### config.mk
export PLATFORM = sky130hd
export DESIGN_NAME = regfile_write_arbiter
export DESIGN_NICKNAME = d
export VERILOG_FILES = /design/src/rtl/regfile_write_arbiter.sv
export SDC_FILE = /design/constraint.sdc
export NUM_CORES = 1
export LEC_CHECK = 0
export BUFFER_PORTS_ARGS = -buffer_cell sky130_fd_sc_hd__buf_4
export CAP_MARGIN = 20
export CORE_MARGIN = 5
export CORE_UTILIZATION = 39
export DETAILED_ROUTE_END_ITERATION = 12
export GPL_TIMING_DRIVEN = 1
export HOLD_SLACK_MARGIN = 0.1
export PLACE_DENSITY = 0.82
export SLEW_MARGIN = 20
export SYNTH_ARGS = -nofsm -noshare
export SYNTH_HDL_FRONTEND = slang
export SYNTH_SLANG_ARGS = --single-unit
### constraint.sdc
create_clock -name clk -period 1.2 [get_ports clk]
set_input_delay 0.06 -clock clk [delete_from_list [all_inputs] [get_ports clk]]
set_output_delay 0.06 -clock clk [all_outputs]
set_load 0.01 [all_outputs]
### src/rtl/regfile_write_arbiter.sv
// regfile_write_arbiter
//   Arbitrates two register-file write requesters onto one registered write
//   port. Grants are combinational; the granted write appears on the output
//   registers one cycle after the transfer edge. Ties between requesters are
//   broken by a round-robin pointer that moves to the non-granted requester
//   after every transfer.
//
//   Optional feature (define REGFILE_ARB_CLEAR_EN): a CLEAR state that sweeps
//   CLEAR_VALUE into every register, one per cycle, starting from register 0.
//   It is entered on reset exit and on clearReq while arbitrating. Without the
//   macro the block only arbitrates, clearReq is ignored and busy is tied 0.
//
// Ports
//   clk, reset          clock, synchronous active-high reset
//   req0/req1           write requests
//   wrSel0/wrSel1       target register of each requester
//   wrData0/wrData1     write data of each requester
//   gnt0/gnt1           combinational grants (transfer when reqN && gntN)
//   clearReq            request a full clear sweep
//   busy                high for the cycles that carry sweep writes
//   regWriteSel         registered write select
//   writeEnable         registered write enable
//   writeData           registered write data
module regfile_write_arbiter #(
  parameter int unsigned               DATA_WIDTH  = 32,
  parameter int unsigned               SEL_WIDTH   = 5,
  parameter logic [DATA_WIDTH-1:0]     CLEAR_VALUE = '0
) (
  input  logic                  clk,
  input  logic                  reset,
  input  logic                  req0,
  input  logic                  req1,
  input  logic [SEL_WIDTH-1:0]  wrSel0,
  input  logic [SEL_WIDTH-1:0]  wrSel1,
  input  logic [DATA_WIDTH-1:0] wrData0,
  input  logic [DATA_WIDTH-1:0] wrData1,
  output logic                  gnt0,
  output logic                  gnt1,
  input  logic                  clearReq,
  output logic                  busy,
  output logic [SEL_WIDTH-1:0]  regWriteSel,
  output logic                  writeEnable,
  output logic [DATA_WIDTH-1:0] writeData
);

  logic                  ptr_q, ptr_d;
  logic                  we_q, we_d;
  logic [SEL_WIDTH-1:0]  sel_q, sel_d;
  logic [DATA_WIDTH-1:0] data_q, data_d;
  logic                  arb_ok;

`ifdef REGFILE_ARB_CLEAR_EN
  typedef enum logic {
    ARB   = 1'b0,
    CLEAR = 1'b1
  } state_e;

  state_e                state_q, state_d;
  logic [SEL_WIDTH-1:0]  cnt_q, cnt_d;
  logic                  busy_q, busy_d;

  // busy is registered alongside the write outputs so that it covers exactly
  // the cycles carrying sweep writes and drops together with writeEnable.
  // Grants stay blocked while busy so no grant is seen during a sweep.
  assign arb_ok = !reset && (state_q == ARB) && !clearReq && !busy_q;
  assign busy   = busy_q;
`else
  logic unused_clear_req;

  assign unused_clear_req = clearReq;
  assign arb_ok           = !reset;
  assign busy             = 1'b0;
`endif

  // The pointer only decides ties; a lone requester always wins.
  always_comb begin
    gnt0 = arb_ok && req0 && (!req1 || !ptr_q);
    gnt1 = arb_ok && req1 && (!req0 ||  ptr_q);
  end

  always_comb begin
    ptr_d  = ptr_q;
    we_d   = 1'b0;
    sel_d  = sel_q;
    data_d = data_q;
`ifdef REGFILE_ARB_CLEAR_EN
    state_d = state_q;
    cnt_d   = cnt_q;
    busy_d  = 1'b0;
`endif

    if (gnt0) begin
      we_d   = 1'b1;
      sel_d  = wrSel0;
      data_d = wrData0;
      ptr_d  = 1'b1;
    end else if (gnt1) begin
      we_d   = 1'b1;
      sel_d  = wrSel1;
      data_d = wrData1;
      ptr_d  = 1'b0;
    end

`ifdef REGFILE_ARB_CLEAR_EN
    unique case (state_q)
      ARB: begin
        if (clearReq) state_d = CLEAR;
      end
      CLEAR: begin
        we_d   = 1'b1;
        sel_d  = cnt_q;
        data_d = CLEAR_VALUE;
        busy_d = 1'b1;
        // Counter wraps naturally to 0 after the last register.
        cnt_d  = cnt_q + SEL_WIDTH'(1);
        if (cnt_q == '1) state_d = ARB;
      end
      default: state_d = ARB;
    endcase
`endif
  end

  always_ff @(posedge clk) begin
    if (reset) begin
      ptr_q  <= 1'b0;
      we_q   <= 1'b0;
      sel_q  <= '0;
      data_q <= '0;
`ifdef REGFILE_ARB_CLEAR_EN
      state_q <= CLEAR;
      cnt_q   <= '0;
      busy_q  <= 1'b0;
`endif
    end else begin
      ptr_q  <= ptr_d;
      we_q   <= we_d;
      sel_q  <= sel_d;
      data_q <= data_d;
`ifdef REGFILE_ARB_CLEAR_EN
      state_q <= state_d;
      cnt_q   <= cnt_d;
      busy_q  <= busy_d;
`endif
    end
  end

  assign writeEnable = we_q;
  assign regWriteSel = sel_q;
  assign writeData   = data_q;

endmodule

==> results_dict.tcl <==
set metrics [dict create \
    cellLeakagePower_nw 1.74 \
    dieArea_um2 6700 \
    whs_ns 0.230 \
    cp_data_arrival_time_ns 1.54 \
    drc_errors 0 \
    grt_start_max_net_pins 38 \
    first_pass_iters 4 \
    cts_num_sinks 39 \
    wl_per_cell_um 20.4 \
    tightest_slew_ns 0.643 \
    rsz0062_at_grt "true" \
    core_area_um2 5070 \
    rows 26 \
    area_growth_pct 108 \
    drt-initial-drc-count 131 \
    cts_tree "yes" \
    dieWidth_um 81.9 \
    via_per_inst 5.51 \
    worstSetupStartpointType "register" \
    dieHeight_um 81.9 \
    grt_usage 0.213 \
    fin_worst_skew_ns 0.00797 \
    rr_worst_depth 5 \
    start_util 0.397 \
    syn_area_um2 2010 \
    use_met2 0.382 \
    slew_viol_final 0 \
    nNetsFinal 422 \
    hp-class "in -> reg" \
    synth_fp_nets 262 \
    post-place-ws_ns -0.0905 \
    path_max_fanout 8 \
    synth.distinct_cells 21 \
    gp_congestion 0.733 \
    hold_path_depth 4 \
    post-route-period-util 1.10 \
    crit_type "reg -> reg" \
    period_needed_ns 1.32 \
    ir_drop_mv 0.826 \
    powerDensity_nw_per_um2 917 \
    final_common_cell "buf_4" \
    port_buffers 117 \
    fmax_mhz 759 \
    grt_pass1_vias 2257 \
    gr-max-usage-layer "met2" \
    power_mw 3.83 \
    yosysWarningCount 0 \
    tns_ns -3.03 \
    setup_ws_ns -0.118 \
    use_met3 0.0493 \
    status "complete, but fails checks" \
    hpwl_mm 4.49 \
    clock_path_buffers 2 \
    io_pins 120 \
    stdcell_count 415 \
    fill_cells 284 \
    max-cap-violations 0 \
    syn_avg_cell_area_um2 11.0 \
    cts.clk_slew.worst_paths_ns 0.08 \
    root_buffer "clkbuf_8" \
    grt_first_pass_wirelength_mm 11.0 \
    final_cell_mix "122 x buf_4, 38 x dfxtp_1, 37 x inv_1, 37 x a221o_1, 37 x dlygate4sd3_1" \
    vias 2287 \
    htree_levels 2 \
    drive_gt1_frac 0.552 \
    antenna_found_initial 1 \
    clk_latency_ns 0.28 \
    synthCells 183 \
    cp-end-kind "register" \
    wl_mm 8.48 \
    ant_nets 0 \
    violations "negative setup slack" \
    crit_required_ns 1.43 \
    dp_cells 359 \
    ys_seq_elements 39 \
    met1_usage 0.242 \
    slew_headroom 0.571 \
    globalRouteOverflowTotal 0 \
    hold_viol_final 0 \
    cts_buffers 5 \
    seq_area_frac_synth 0.388 \
    setup_violations 38 \
]
cells by family (layout without fill, tap and decap cells):
family / count (synthesis) / after routing / share of synthesized area
AO/OA/AOI/OAI: 76 / 76 / 0.427
buffers and inverters: 61 / 222 / 0.159
AND/OR/NAND/NOR: 6 / 6 / 0.0242
other: 1 / 2 / 0.00186
flip-flops: 39 / 39 / 0.388
synthesized netlist by cell type:
cell type,count,share of area
a2111oi_0,17,0.074
a2111oi_2,18,0.13
a2111oi_4,2,0.027
a21oi_2,1,0.0043
a221o_1,37,0.18
and2_4,1,0.0043
buf_12,2,0.020
buf_2,13,0.032
buf_4,1,0.0037
buf_6,5,0.028
clkbuf_1,2,0.0037
clkbuf_2,1,0.0025
conb_1,1,0.0019
dfxtp_1,39,0.39
inv_1,37,0.069
nor2_1,1,0.0019
nor2_2,1,0.0031
nor2b_1,1,0.0031
nor3_4,1,0.0081
nor3b_1,1,0.0037
o21a_1,1,0.0037
what timing repair did:
item,CTS,global route
resized for setup,31,39
cloned,1,4
hold buffers,37,0
pin swaps,30,27
setup buffers,5,0
endpoints found under the setup margin,35,39
endpoints found under the hold margin,37,0
power breakdown:
group          total [mW]  switching [mW]  internal [mW]
Combinational        1.36           0.603          0.755
Clock               0.971           0.446          0.525
Sequential           1.50          0.0838           1.42
state kept, by name (all words and copies together), names as in the netlist:
name,count
writeData,32
regWriteSel,5
ptr_q,1
writeEnable,1
worst paths after layout:
check	start	end	slack, ns
worst max-delay path	ptr_q	writeData[31]	-0.12
worst min-delay path	wrData1[20]	writeData[20]	0.23
worst max register to register	ptr_q	writeData[31]	-0.12
worst min register to register	writeData[16]	writeData[16]	0.50
per-stage QoR:
stage	utilization	area, um^2
3_5_place_dp	0.596	3020
2_1_floorplan	-	2020
6_report	0.824	4180
5_1_grt	0.824	4180
4_1_cts	0.731	3710
3_3_place_gp	0.596	3020
layout make-up:
class,count,area (um^2),area share
flip-flops and latches,39,782,0.187
repair buffers,177,1660,0.396
well taps,70,87.6,0.0209
inverters,37,139,0.0332
clock buffers,8,100,0.0239
diodes,1,2.50,0.000598
multi-input cells,83,1410,0.338
metal layers:
metal / vias to the layer above / wire length [um] / part of all wire
met1: 1126 / 3250 / 0.38
met2: 100 / 4660 / 0.55
li1: 1049 / - / -
met4: 0 / 98 / 0.012
met5: - / 0 / 0
met3: 12 / 474 / 0.056
worst max-delay path: stages (launching register included):
cell       delay, ns
dfxtp_2         0.35
a21oi_4         0.06
buf_12          0.15
buf_16          0.15
a2111oi_2       0.39
a221o_1         0.16
No activity file was read; power rests on OpenSTA's default activity.
